<file path="config.mk">
export PLATFORM = sky130hd
export DESIGN_NAME = hazard_ctrl
export DESIGN_NICKNAME = d
export VERILOG_FILES = /design/src/rtl/pipe_ctrl_pkg.sv /design/src/rtl/hazard_ctrl_fwd_match.sv /design/src/rtl/hazard_ctrl.sv
export SDC_FILE = /design/constraint.sdc
export NUM_CORES = 1
export LEC_CHECK = 0
export CORE_ASPECT_RATIO = 0.5
export CORE_MARGIN = 2
export CORE_UTILIZATION = 52
export DETAILED_ROUTE_END_ITERATION = 10
export GPL_TIMING_DRIVEN = 0
export PLACE_DENSITY = 0.92
export SLEW_MARGIN = 20
export SYNTH_ARGS = -nofsm -noshare
export SYNTH_HDL_FRONTEND = slang
export SYNTH_SLANG_ARGS = --single-unit
</file>
<file path="constraint.sdc">
create_clock -name CLK -period 6 [get_ports CLK]
set_clock_uncertainty 0.2 [all_clocks]
set_input_delay 1.2 -clock CLK [delete_from_list [all_inputs] [get_ports CLK]]
set_output_delay 1.2 -clock CLK [all_outputs]
set_load 0.1 [all_outputs]
</file>
<file path="src/rtl/pipe_ctrl_pkg.sv">
// Shared pipeline control types.
//   pipe_state_t : per-latch control word used by every inter-stage latch
//   hz_state_t   : hazard controller FSM state
//   hz_dec_t     : per-cycle control decision, listed in priority order
package pipe_ctrl_pkg;

  typedef enum logic [1:0] {
    PIPE_ENABLE = 2'd0,
    PIPE_STALL  = 2'd1,
    PIPE_NOP    = 2'd2
  } pipe_state_t;

  typedef enum logic [1:0] {
    RUN   = 2'd0,
    DWAIT = 2'd1,
    FLUSH = 2'd2
  } hz_state_t;

  typedef enum logic [2:0] {
    DEC_MISS    = 3'd0,  // dcache miss: freeze everything
    DEC_REDIR   = 3'd1,  // apply live or deferred redirect
    DEC_FLUSH   = 3'd2,  // multi-cycle front-end squash
    DEC_LOADUSE = 3'd3,  // one bubble behind a load
    DEC_NOFETCH = 3'd4,  // instruction fetch not complete
    DEC_RUN     = 3'd5   // normal advance
  } hz_dec_t;

endpackage

</file>
<file path="src/rtl/hazard_ctrl_fwd_match.sv">
// Lowest-index priority matcher for ALU operand forwarding.
//   src  : source register of the operand in EX
//   wsel : destination register per forwarding source, slice i = [i*RW +: RW]
//   wen  : register-write enable per forwarding source
//   sel  : 0 = register file, i+1 = forwarding source i (youngest wins)
module fwd_match #(
  parameter int unsigned NFWD = 2,
  parameter int unsigned RW   = 5
) (
  input  logic [RW-1:0]              src,
  input  logic [NFWD*RW-1:0]         wsel,
  input  logic [NFWD-1:0]            wen,
  output logic [$clog2(NFWD+1)-1:0]  sel
);

  localparam int unsigned SW = $clog2(NFWD + 1);

  logic found;

  always_comb begin
    sel   = '0;
    found = 1'b0;
    for (int unsigned i = 0; i < NFWD; i++) begin
      if (!found && wen[i] && (wsel[i*RW +: RW] == src) && (src != '0)) begin
        sel   = SW'(i + 1);
        found = 1'b1;
      end
    end
  end

endmodule

</file>
<file path="src/rtl/hazard_ctrl.sv">
// Pipeline hazard and forwarding controller.
//   CLK, RST            : clock (rising edge), asynchronous active-high reset
//   ihit, dhit          : fetch / data access complete this cycle
//   dREN, dWEN          : MEM-stage load / store pending
//   redirect            : taken branch or jump resolved in EX
//   rs_dec, rt_dec      : ID-stage source registers
//   ex_wsel, ex_is_load : EX-stage destination and load flag
//   rs_ex, rt_ex        : EX-stage source registers
//   fwd_wsel, fwd_wen   : forwarding source destinations / write enables
//   clr_cnt             : synchronous clear of the performance counters
//   latch_state         : pipe_state_t per latch, slice k = [2k +: 2]
//   PC_WEN              : PC update enable
//   fsel_a, fsel_b      : ALU operand forwarding selects
//   stall_cnt, flush_cnt: saturating performance counters
import pipe_ctrl_pkg::*;

module hazard_ctrl #(
  parameter int unsigned NLATCH    = 4,
  parameter int unsigned NFWD      = 2,
  parameter int unsigned RW        = 5,
  parameter int unsigned FLUSH_CYC = 1,
  parameter int unsigned CNT_W     = 32
) (
  input  logic                       CLK,
  input  logic                       RST,
  input  logic                       ihit,
  input  logic                       dhit,
  input  logic                       dREN,
  input  logic                       dWEN,
  input  logic                       redirect,
  input  logic [RW-1:0]              rs_dec,
  input  logic [RW-1:0]              rt_dec,
  input  logic [RW-1:0]              ex_wsel,
  input  logic                       ex_is_load,
  input  logic [RW-1:0]              rs_ex,
  input  logic [RW-1:0]              rt_ex,
  input  logic [NFWD*RW-1:0]         fwd_wsel,
  input  logic [NFWD-1:0]            fwd_wen,
  input  logic                       clr_cnt,
  output logic [2*NLATCH-1:0]        latch_state,
  output logic                       PC_WEN,
  output logic [$clog2(NFWD+1)-1:0]  fsel_a,
  output logic [$clog2(NFWD+1)-1:0]  fsel_b,
  output logic [CNT_W-1:0]           stall_cnt,
  output logic [CNT_W-1:0]           flush_cnt
);

  localparam int unsigned SW  = $clog2(NFWD + 1);
  localparam int unsigned FLW = $clog2(FLUSH_CYC + 1);
  localparam logic [FLW-1:0]   FL_ONE  = FLW'(1);
  localparam logic [FLW-1:0]   FL_LOAD = FLW'(FLUSH_CYC - 1);
  localparam logic [CNT_W-1:0] CNT_ONE = CNT_W'(1);

  hz_state_t       state, state_nxt;
  logic            redir_pend, redir_pend_nxt;
  logic [FLW-1:0]  flush_left, flush_left_nxt;
  hz_dec_t         dec;
  logic            dmiss;
  logic            load_use;
  logic [SW-1:0]   fsel_a_raw, fsel_b_raw;

  assign dmiss    = (dREN | dWEN) & ~dhit;
  assign load_use = ex_is_load & (ex_wsel != '0) &
                    ((ex_wsel == rs_dec) | (ex_wsel == rt_dec));

  // Single priority-ordered decision shared by next-state and output logic,
  // so both processes always agree on which rule fired.
  always_comb begin
    dec = DEC_RUN;
    if (dmiss)                          dec = DEC_MISS;
    else if (redirect || redir_pend)    dec = DEC_REDIR;
    else if (state == FLUSH)            dec = DEC_FLUSH;
    else if (load_use)                  dec = DEC_LOADUSE;
    else if (!ihit)                     dec = DEC_NOFETCH;
  end

  // State register
  always_ff @(posedge CLK or posedge RST) begin
    if (RST) begin
      state      <= RUN;
      redir_pend <= 1'b0;
      flush_left <= '0;
    end else begin
      state      <= state_nxt;
      redir_pend <= redir_pend_nxt;
      flush_left <= flush_left_nxt;
    end
  end

  // Next-state logic
  always_comb begin
    state_nxt      = state;
    redir_pend_nxt = redir_pend;
    flush_left_nxt = flush_left;
    case (dec)
      DEC_MISS: begin
        state_nxt = DWAIT;
        // Redirect seen while frozen is remembered and applied on dhit.
        if (redirect) redir_pend_nxt = 1'b1;
      end
      DEC_REDIR: begin
        redir_pend_nxt = 1'b0;
        if (FLUSH_CYC > 1) begin
          state_nxt      = FLUSH;
          flush_left_nxt = FL_LOAD;
        end else begin
          state_nxt = RUN;
        end
      end
      DEC_FLUSH: begin
        if (ihit) begin
          if (flush_left <= FL_ONE) begin
            flush_left_nxt = '0;
            state_nxt      = RUN;
          end else begin
            flush_left_nxt = flush_left - FL_ONE;
          end
        end
      end
      default: state_nxt = RUN;
    endcase
  end

  // Output logic
  always_comb begin
    latch_state = '0;
    PC_WEN      = 1'b1;
    case (dec)
      DEC_MISS: begin
        for (int unsigned k = 0; k < NLATCH; k++) latch_state[2*k +: 2] = PIPE_STALL;
        PC_WEN = 1'b0;
      end
      DEC_REDIR: begin
        latch_state[1:0] = PIPE_NOP;
        latch_state[3:2] = PIPE_NOP;
      end
      DEC_FLUSH: begin
        latch_state[1:0] = PIPE_NOP;
        PC_WEN           = ihit;
      end
      DEC_LOADUSE: begin
        latch_state[1:0] = PIPE_STALL;
        latch_state[3:2] = PIPE_NOP;
        PC_WEN           = 1'b0;
      end
      DEC_NOFETCH: begin
        latch_state[1:0] = PIPE_NOP;
        PC_WEN           = 1'b0;
      end
      default: ;
    endcase
    if (RST) begin
      for (int unsigned k = 0; k < NLATCH; k++) latch_state[2*k +: 2] = PIPE_NOP;
      PC_WEN = 1'b0;
    end
  end

  // Performance counters
  always_ff @(posedge CLK or posedge RST) begin
    if (RST) begin
      stall_cnt <= '0;
      flush_cnt <= '0;
    end else if (clr_cnt) begin
      stall_cnt <= '0;
      flush_cnt <= '0;
    end else begin
      if (!PC_WEN && (stall_cnt != '1)) stall_cnt <= stall_cnt + CNT_ONE;
      if ((dec == DEC_REDIR) && (flush_cnt != '1)) flush_cnt <= flush_cnt + CNT_ONE;
    end
  end

  // Forwarding selects
  fwd_match #(.NFWD(NFWD), .RW(RW)) u_fwd_a (
    .src  (rs_ex),
    .wsel (fwd_wsel),
    .wen  (fwd_wen),
    .sel  (fsel_a_raw)
  );

  fwd_match #(.NFWD(NFWD), .RW(RW)) u_fwd_b (
    .src  (rt_ex),
    .wsel (fwd_wsel),
    .wen  (fwd_wen),
    .sel  (fsel_b_raw)
  );

  assign fsel_a = RST ? '0 : fsel_a_raw;
  assign fsel_b = RST ? '0 : fsel_b_raw;

endmodule

</file>
==> results.json, run 1 <==
{
  "clk_latency_ns": 0.33,
  "yosysSeqAreaShare_pct": 39.8,
  "htreeDepth": 3,
  "grt-ovfl-total": 0,
  "layout_min_cycle_time_ns": 5.72,
  "synth_area_mm2": 0.00409,
  "drt_iter0_drc": 354,
  "cts_tree": "built",
  "routed_wirelength_um": 11600,
  "grt_max_degree": 53,
  "critPathMaxFanout": 10,
  "wl_per_cell_um": 16.2,
  "setup_violations": 0,
  "tightest_slew_ns": 1.02,
  "die_width_um": 129,
  "worstPathRequired_ns": 4.60,
  "die-height_um": 66.7,
  "num_antenna_cells": 0,
  "crit_family": "buffers and inverters",
  "area_growth_pct": 40.5,
  "fp-row-count": 22,
  "core_area_mm2": 0.00746,
  "max-vdd-ir-drop_mv": 0.149,
  "regArea_mm2": 0.00163,
  "synth_common_cells": "dfrtp_1, nor2_1, xor2_1",
  "slowest_stage": "dlygate4sd2_1",
  "p_per_area_mw_per_mm2": 194,
  "crit_top_cell": "clkbuf_1",
  "synth_area_leaders": "dfrtp_1, xor2_1, nor2_1",
  "relSlewSlack_pct": 31.9,
  "status": "finished clean",
  "grtUsageTotal_pct": 27.7,
  "drv_slew": 0,
  "reg2reg_slack_ns": 3.02,
  "crit_path_max_incr_delay_ns": 0.92,
  "ant_nets": 0,
  "fillCellCount": 515,
  "cts_buffers": 9,
  "synth-seq-cells": 65,
  "layout-drive-gt1-share_pct": 6.26,
  "path_buf_inv": 4,
  "end_kind": "output port",
  "worstSetupPathType": "in2out",
  "dpl.hpwl_um": 8390,
  "start_util_pct": 54.8,
  "viasPerCell": 5.86,
  "synth-edff-count": 0,
  "portBuffers": 122,
  "drcViolationCount": 0,
  "hold-worst-slack_ns": 0.358,
  "nNetsFinal": 651,
  "synthFlopType": "dfrtp_1",
  "power.leakage_nw": 2.20,
  "yosysMostFrequentCell": "dfrtp_1",
  "die_area_mm2": 0.00863,
  "maxCapViolCount": 0,
  "grt_pass1_wl_um": 18800,
  "multi_input_area_mm2": 0.00231,
  "min_period_over_period_pct": 95.3,
  "place_congestion": 0.882,
  "dpl_cell_area_mm2": 0.00548,
  "synth-warning-count": 0,
  "hold_violations": 0,
  "postSynthCellCount": 469,
  "syn-mean-instance-area_um2": 8.72,
  "path_clk_slew_ns": 0.05,
  "synth_top_area_share_pct": 39.8,
  "num_io_pins": 123,
  "hold_buffers": 0,
  "first_pass_iters": 5,
  "async_flop_share_pct": 100,
  "antenna_found_initial": 0,
  "cts-root-buf": "clkbuf_16",
  "path_cells": "clkdlybuf4s50_1, nor3_1, nand3_1, a311oi_1, a31o_2, clkbuf_1, clkbuf_1, dlygate4sd2_1",
  "fmax_mhz": 175,
  "rsz0062_at_grt": "false",
  "synth_fp_nets": 517,
  "clockBufferDepth": 2,
  "numClockSinks": 65,
  "ys_types": 45,
  "grt_pass1_vias": 4038,
  "start_kind": "primary input",
  "arrival_ns": 4.32,
  "final_area_mm2": 0.00574,
  "synth_top_area_cell": "dfrtp_1",
  "routed-via-count": 4191,
  "hold_path_class": "reg2reg"
}
[placed cells by master, fill, tap and decap left out, types with 2 or more instances in the layout]
cell | netlist | routed
a211o_1 | 2 | 2
a21oi_1 | 30 | 30
a311oi_1 | 4 | 4
a31o_2 | 2 | 2
and2_1 | 2 | 2
and3_1 | 14 | 14
and4_1 | 4 | 4
buf_2 | 3 | 3
buf_4 | 4 | 4
clkbuf_1 | 21 | 23
clkbuf_16 | 0 | 9
clkdlybuf4s50_1 | 0 | 121
clkinv_2 | 0 | 2
dfrtp_1 | 65 | 65
ha_1 | 2 | 2
inv_1 | 9 | 8
mux2_2 | 7 | 7
nand2_1 | 27 | 27
nand2b_1 | 4 | 4
nand3_1 | 32 | 32
nand4_1 | 17 | 17
nor2_1 | 58 | 58
nor2b_1 | 8 | 8
nor3_1 | 13 | 13
nor4_1 | 14 | 13
o21ai_0 | 7 | 7
o21ba_2 | 2 | 2
o31ai_1 | 21 | 21
or3_1 | 5 | 5
or4_1 | 25 | 25
xnor2_1 | 14 | 14
xor2_1 | 37 | 37
[cell type report]
type / instances / area share (%)
multi-input cells: 367 / 40.2
repair buffers: 123 / 21.7
inverters: 9 / 0.632
clock buffers: 12 / 4.29
plain buffers: 28 / 2.16
flip-flops and latches: 65 / 28.3
clock inverters: 3 / 0.305
well taps: 108 / 2.35
[report_power, final]
part | internal [mW] | total [mW] | switching [mW]
Combinational | 0.0646 | 0.190 | 0.125
Clock | 0.287 | 0.476 | 0.189
Sequential | 0.443 | 0.448 | 0.00539
Total | 0.794 | 1.11 | 0.320
[per-stage QoR]
step | utilization (%) | worst slack, ns | power [mW] | setup TNS [ns] | std cells
3_5_place_dp | 73.5 | 0.0113 | 0.645 | 0 | 700
5_1_grt | 77.0 | 0.0929 | 1.15 | 0 | 715
2_1_floorplan | - | 0.811 | 0.570 | 0 | 469
6_report | 77.0 | 0.283 | 1.11 | 0 | 715
3_3_place_gp | 73.1 | -0.579 | 0.638 | -0.579 | 699
4_1_cts | 77.0 | 0.287 | 1.12 | 0 | 715
[worst register-to-register path: cells and delay by family, from the launching register on]
| kind | cells | cell delay, ns |
|---|---|---|
| DFF | 1 | 0.42 |
| and+or+nand+nor | 4 | 1.25 |
| muxes | 1 | 0.38 |
| buffers and inverters | 1 | 0.29 |
| adders and majority gates | 1 | 0.33 |
[kinds of logic (layout without fill, tap and decap cells)]
family | count (synthesis) | in the layout | share of synthesized area (%)
fa+ha+maj | 2 | 2 | 0.612
simple gates | 230 | 230 | 30.3
xor+xnor | 51 | 51 | 10.9
flops | 65 | 65 | 39.8
mux | 8 | 8 | 2.17
compound gates | 76 | 76 | 12.3
buf+inv | 37 | 175 | 3.86
[sequential cells by signal (all words and copies together), names as in the netlist]
signal and count:
flush_cnt 32, stall_cnt 32, redir_pend 1
[layer usage]
layer | GRT usage [%] | share of wire (%)
met1 | 35.5 | 43
met2 | 46.4 | 49
met4 | 10.9 | 2.2
met5 | 0 | 0
met3 | 5.70 | 5.3
[final timing paths]
check	startpoint	end	cells past startpoint
min reg2reg	flush_cnt[27]	flush_cnt[27]	2
min in group asynchronous	RST	flush_cnt[5]	2
min	flush_cnt[27]	flush_cnt[27]	2
max reg2reg	stall_cnt[0]	stall_cnt[22]	7
max	ex_wsel[0]	PC_WEN	8
max in group asynchronous	RST	stall_cnt[13]	3
[what timing repair did]
item / 4_1_cts / 5_1_grt
buffers inserted: 0 / 0
hold endpoints to repair: 0 / 0
gates resized for setup: 1 / 0
endpoints found under the setup margin: 1 / 0
(Power assumes the default switching activity.)
==> inputs of run 2 (changes only) <==
--- a/config.mk
+++ b/config.mk
@@ -11,7 +11,7 @@
 export DETAILED_ROUTE_END_ITERATION = 10
 export GPL_TIMING_DRIVEN = 0
 export PLACE_DENSITY = 0.92
-export SLEW_MARGIN = 20
+export SLEW_MARGIN = 40
 export SYNTH_ARGS = -nofsm -noshare
 export SYNTH_HDL_FRONTEND = slang
 export SYNTH_SLANG_ARGS = --single-unit
==> constraint.sdc (replaced) <==
create_clock -name CLK -period 6.7 [get_ports CLK]
set_clock_uncertainty 0.2 [all_clocks]
set_input_delay 1.34 -clock CLK [delete_from_list [all_inputs] [get_ports CLK]]
set_output_delay 1.34 -clock CLK [all_outputs]
set_load 0.1 [all_outputs]
==> run 2 against run 1 <==
  * Die area is the same
  * Wire length grew 3.8%
  * Largest cell class unchanged
  * Register-to-register slack gained 0.79 ns
  * Core utilization shrank 4.9 points
  * Critical path depth is the same
==> results.json, run 2 (synthesis results as in run 1) <==
{
  "post-route-util_pct": 72.1,
  "ant_nets": 0,
  "routed_wirelength_um": 12000,
  "grt_pass1_vias": 3897,
  "end_kind": "output port",
  "min_period_over_period_pct": 84.9,
  "core_area_mm2": 0.00746,
  "relSlewSlack_pct": 41.1,
  "clkPwrFrac_pct": 45.1,
  "p_per_area_mw_per_mm2": 191,
  "layout_min_cycle_time_ns": 5.69,
  "final_area_mm2": 0.00538,
  "area_growth_pct": 31.6,
  "nNetsFinal": 651,
  "p_sw_uw": 285,
  "start_util_pct": 54.8,
  "min_delay_path_depth": 2,
  "status": "finished clean",
  "path_cells": "clkdlybuf4s50_1, nor3_1, nand3_1, a311oi_1, a31o_2, clkbuf_1, clkbuf_1, buf_2",
  "fillCellCount": 580,
  "htreeDepth": 3,
  "drcViolationCount": 0,
  "crit_top_cell": "clkbuf_1",
  "pwr-share-comb_pct": 15.9,
  "cts_buffers": 9,
  "rr_startpoint": "stall_cnt[0]",
  "worstSetupPathType": "in2out",
  "dpl_worst_slack_ns": 1.08,
  "dpl.hpwl_um": 8360,
  "wl_per_cell_um": 16.8,
  "portBuffers": 122,
  "arrival_ns": 4.15,
  "start_kind": "primary input",
  "antenna_found_initial": 0,
  "swShare_pct": 27.6,
  "die_width_um": 129,
  "drt_iter0_drc": 362,
  "p_int_uw": 745,
  "dpl_cell_area_mm2": 0.00508,
  "maxCapViolCount": 0,
  "power_mw": 1.03,
  "power.leakage_nw": 2.36,
  "setup_violations": 0,
  "layout-drive-gt1-share_pct": 18.9,
  "die_area_mm2": 0.00863,
  "cts-root-buf": "clkbuf_16",
  "cts_tree": "built",
  "place_congestion": 0.850,
  "max-vdd-ir-drop_mv": 0.153,
  "grt_max_degree": 44,
  "slowest_stage": "buf_2",
  "fp-row-count": 22,
  "hold-worst-slack_ns": 0.361,
  "clockBufferDepth": 2,
  "grt-ovfl-total": 0,
  "numClockSinks": 65,
  "path_clk_slew_ns": 0.05,
  "hold_path_class": "reg2reg",
  "layout_commonest_cell": "buf_2",
  "fmax_mhz": 176,
  "final_cell_mix": "buf_2, dfrtp_1, nor2_1",
  "reg2reg_slack_ns": 3.81,
  "r2r_cells": 7,
  "worstPathRequired_ns": 5.16,
  "whs_endpoint": "flush_cnt[27]",
  "cp_num_cells": 8,
  "reg_top3": "flush_cnt: 32 flops, stall_cnt: 32 flops, redir_pend: 1 flops",
  "grt_pass1_wl_um": 19200,
  "routed-via-count": 4221,
  "num_antenna_cells": 0,
  "cts-resized-gates": 0,
  "die-height_um": 66.7,
  "viasPerCell": 5.90,
  "worst_slack_ns": 1.01,
  "tightest_slew_ns": 0.876,
  "hold_buffers": 0,
  "rsz0062_at_grt": "false",
  "drv_slew": 0,
  "critPathMaxFanout": 10,
  "seqPwrFrac_pct": 39.0,
  "crit_path_max_incr_delay_ns": 0.52,
  "num_io_pins": 123,
  "r2r_end": "stall_cnt[22]",
  "crit_family": "buffers and inverters",
  "grtUsageTotal_pct": 28.4,
  "clk_latency_ns": 0.33,
  "path_buf_inv": 4,
  "hold_violations": 0,
  "cts_setup_buffers": 0,
  "first_pass_iters": 5,
  "hp-start": "flush_cnt[27]"
}
==> run 2: routing by layer <==
layer	global-route usage (%)	wire, um
met1	37.0	5110
met2	47.6	5980
met3	6.51	761
met4	9.24	158
met5	0	0
==> run 2: area by class of cell <==
| type | instances | area [um^2] | share of cell area [%] |
|---|---|---|---|
| well taps | 108 | 135 | 2.51 |
| flip-flops and latches | 65 | 1630 | 30.2 |
| plain buffers | 28 | 124 | 2.30 |
| clock inverters | 3 | 40.0 | 0.745 |
| repair buffers | 123 | 856 | 15.9 |
| inverters | 9 | 36.3 | 0.675 |
| clock buffers | 13 | 250 | 4.65 |
| multi-input cells | 367 | 2310 | 43.0 |
==> run 2: stage by stage <==
stage	cells	TNS, ns
detailed placement	700	0
floorplan	469	0
global placement	699	-0.144
global route	716	0
CTS	716	0
finish	716	0
==> run 2: worst max-delay path by stage <==
stage / startpoint / endpoint / slack (ns)
3_5_place_dp: ex_wsel[0] / PC_WEN / 1.08
6_report: ex_wsel[0] / PC_WEN / 1.01
3_3_place_gp: RST / fsel_b[0] / -0.14
5_1_grt: ex_wsel[0] / PC_WEN / 0.86
4_1_cts: ex_wsel[0] / PC_WEN / 1.07
2_1_floorplan: rt_ex[1] / fsel_b[1] / 0.21
==> run 2: tightest hold or removal path, stage by stage (launching register included) <==
cell     delay [ns]
dfrtp_1        0.37
xor2_1         0.07
nor2_1         0.07
==> run 2: power by group through the flow <==
stage / clock network (mW) / registers (mW) / logic (mW)
5_1_grt: 0.489 / 0.402 / 0.175
6_report: 0.465 / 0.401 / 0.163
2_1_floorplan: 0 / 0.429 / 0.0809
4_1_cts: 0.467 / 0.401 / 0.164
3_3_place_gp: 0 / 0.408 / 0.164
3_5_place_dp: 0 / 0.408 / 0.162
==> inputs of run 3 (changes only) <==
--- a/config.mk
+++ b/config.mk
@@ -7,10 +7,10 @@
 export LEC_CHECK = 0
 export CORE_ASPECT_RATIO = 0.5
 export CORE_MARGIN = 2
-export CORE_UTILIZATION = 52
+export CORE_UTILIZATION = 43
 export DETAILED_ROUTE_END_ITERATION = 10
 export GPL_TIMING_DRIVEN = 0
-export PLACE_DENSITY = 0.92
+export PLACE_DENSITY = 0.82
 export SLEW_MARGIN = 40
 export SYNTH_ARGS = -nofsm -noshare
 export SYNTH_HDL_FRONTEND = slang
==> constraint.sdc (replaced) <==
create_clock -name CLK -period 4.8 [get_ports CLK]
set_clock_uncertainty 0.2 [all_clocks]
set_input_delay 0.96 -clock CLK [delete_from_list [all_inputs] [get_ports CLK]]
set_output_delay 0.96 -clock CLK [all_outputs]
set_load 0.1 [all_outputs]
==> run 3 against run 2 <==
  * Die area increased by 20%
  * Core utilization decreased by 14 points
  * Sequential share of layout area fell by 0.30 points
  * Cell count increased by 1.7%
  * Combinational power rose by 40%
  * Design area grew 1.0%
  * Hold slack worse by 0.00099 ns
  * Clock-buffer cell count fell by 1
  * Critical path type unchanged
  * Critical endpoint unchanged
  * Largest power group unchanged
==> results.json, run 3 (synthesis results as in run 1) <==
{
  "layout_min_cycle_time_ns": 4.59,
  "routed_wirelength_um": 11400,
  "cts-root-buf": "clkbuf_16",
  "area_growth_pct": 32.9,
  "grt-ovfl-total": 0,
  "worstSetupPathType": "in2out",
  "cts_buffers": 9,
  "arrival_ns": 3.43,
  "dpl_worst_slack_ns": -0.0142,
  "htreeDepth": 3,
  "drt-met1-wl_um": 5040,
  "min_period_over_period_pct": 95.6,
  "maxCapViolCount": 0,
  "slowest_stage": "clkdlybuf4s50_1",
  "num_io_pins": 123,
  "clk_latency_ns": 0.33,
  "p_per_area_mw_per_mm2": 274,
  "cts_setup_buffers": 0,
  "path_clk_slew_ns": 0.05,
  "place_congestion": 0.823,
  "hold-worst-slack_ns": 0.360,
  "layout-drive-gt1-share_pct": 19.4,
  "wl_per_cell_um": 15.6,
  "setup_violations": 0,
  "final_area_mm2": 0.00543,
  "start_kind": "primary input",
  "nNetsFinal": 651,
  "ant_nets": 0,
  "layout_commonest_cell": "buf_2",
  "path_cells": "clkdlybuf4s50_1, nor3_1, nand3_1, a311oi_1, a31o_2, clkbuf_1, clkbuf_2, buf_4",
  "hold_violations": 0,
  "rsz0062_at_grt": "false",
  "final_cell_mix": "buf_2, dfrtp_1, nor2_1",
  "viasPerCell": 5.67,
  "power_mw": 1.49,
  "crit_path_max_incr_delay_ns": 0.48,
  "power.leakage_nw": 2.37,
  "drt_iter0_drc": 344,
  "relSlewSlack_pct": 53.6,
  "grtUsageTotal_pct": 22.1,
  "fmax_mhz": 218,
  "fp-row-count": 25,
  "hold_path_class": "reg2reg",
  "clockBufferDepth": 2,
  "num_antenna_cells": 0,
  "max-vdd-ir-drop_mv": 0.172,
  "dpl_cell_area_mm2": 0.00510,
  "drcViolationCount": 0,
  "grt_pass1_wl_um": 18200,
  "grt_pass1_vias": 3834,
  "core_area_mm2": 0.00935,
  "grt_max_degree": 41,
  "reg_top3": "flush_cnt: 32 flops, stall_cnt: 32 flops, redir_pend: 1 flops",
  "cts_tree": "built",
  "start_util_pct": 43.7,
  "dpl.hpwl_um": 8220,
  "end_kind": "output port",
  "critPathMaxFanout": 10,
  "dr_wl_met3_um": 809,
  "die_area_mm2": 0.0103,
  "portBuffers": 122,
  "numClockSinks": 65,
  "first_pass_iters": 5,
  "worstPathRequired_ns": 3.64,
  "routed-via-count": 4128,
  "dr_wl_met2_um": 5360,
  "die_width_um": 142,
  "worst_slack_ns": 0.213,
  "die-height_um": 72.9,
  "drv_slew": 0,
  "dr.max_layer_used": "met4",
  "fillCellCount": 855,
  "tightest_slew_ns": 0.694,
  "antenna_found_initial": 0,
  "status": "finished clean"
}
run 3: cell types whose count changed in the layout (fill, tap and decap cells not counted):
cell	change
clkinv_2	-1
nor4_2	+2
bufinv_16	+1
clkbuf_1	-2
buf_4	+1
buf_2	-1
clkbuf_2	+1
nor4_1	-2
run 3: cell type report:
class | count | area [um^2] | area share (%)
buffer | 28 | 125 | 2.30
clock buffer | 12 | 246 | 4.54
clock inverter | 3 | 65.1 | 1.20
inverter | 9 | 36.3 | 0.668
multi-input combinational | 367 | 2320 | 42.8
sequential | 65 | 1630 | 29.9
tap | 121 | 151 | 2.79
timing repair buffer | 123 | 858 | 15.8
run 3: worst max-delay path: cells and delay by family:
family                 cells  cell delay (ns)
AOI/OAI and AO/OA          2             0.49
buffers and inverters      4             1.59
and+or+nand+nor            2             0.38
run 3: where the power goes:
part / switching, mW / total [mW] / internal, mW
registers: 0.00615 / 0.559 / 0.553
logic: 0.156 / 0.229 / 0.0725
clock network: 0.234 / 0.699 / 0.465
total: 0.396 / 1.49 / 1.09
run 3: worst paths after layout:
kind	depth (start not counted)	startpoint	slack (ns)	to
min reg2reg	2	flush_cnt[27]	0.36	flush_cnt[27]
min	2	flush_cnt[27]	0.36	flush_cnt[27]
max	8	ex_wsel[0]	0.21	PC_WEN
min in group asynchronous	2	RST	1.00	redir_pend
max reg2reg	7	redir_pend	1.90	stall_cnt[3]
max in group asynchronous	3	RST	2.88	stall_cnt[30]
run 3: routing by layer:
layer / up-vias / global-route usage [%]
li1: 1986 / -
met4: 0 / 7.56
met2: 153 / 37.8
met1: 1969 / 27.6
met5: - / 0
met3: 20 / 5.97
run 3: repair_timing:
action	in CTS	in global routing
setup endpoints to repair	1	1
gates resized for setup	1	2
hold buffers	0	0
cloned	0	0
run 3: per-stage QoR:
stage / setup TNS (ns) / util, % / cells
2_1_floorplan: 0 / - / 469
3_3_place_gp: -2.17 / 58.4 / 712
3_5_place_dp: -0.0142 / 54.6 / 713
4_1_cts: 0 / 57.9 / 728
5_1_grt: 0 / 58.1 / 728
6_report: 0 / 58.1 / 728
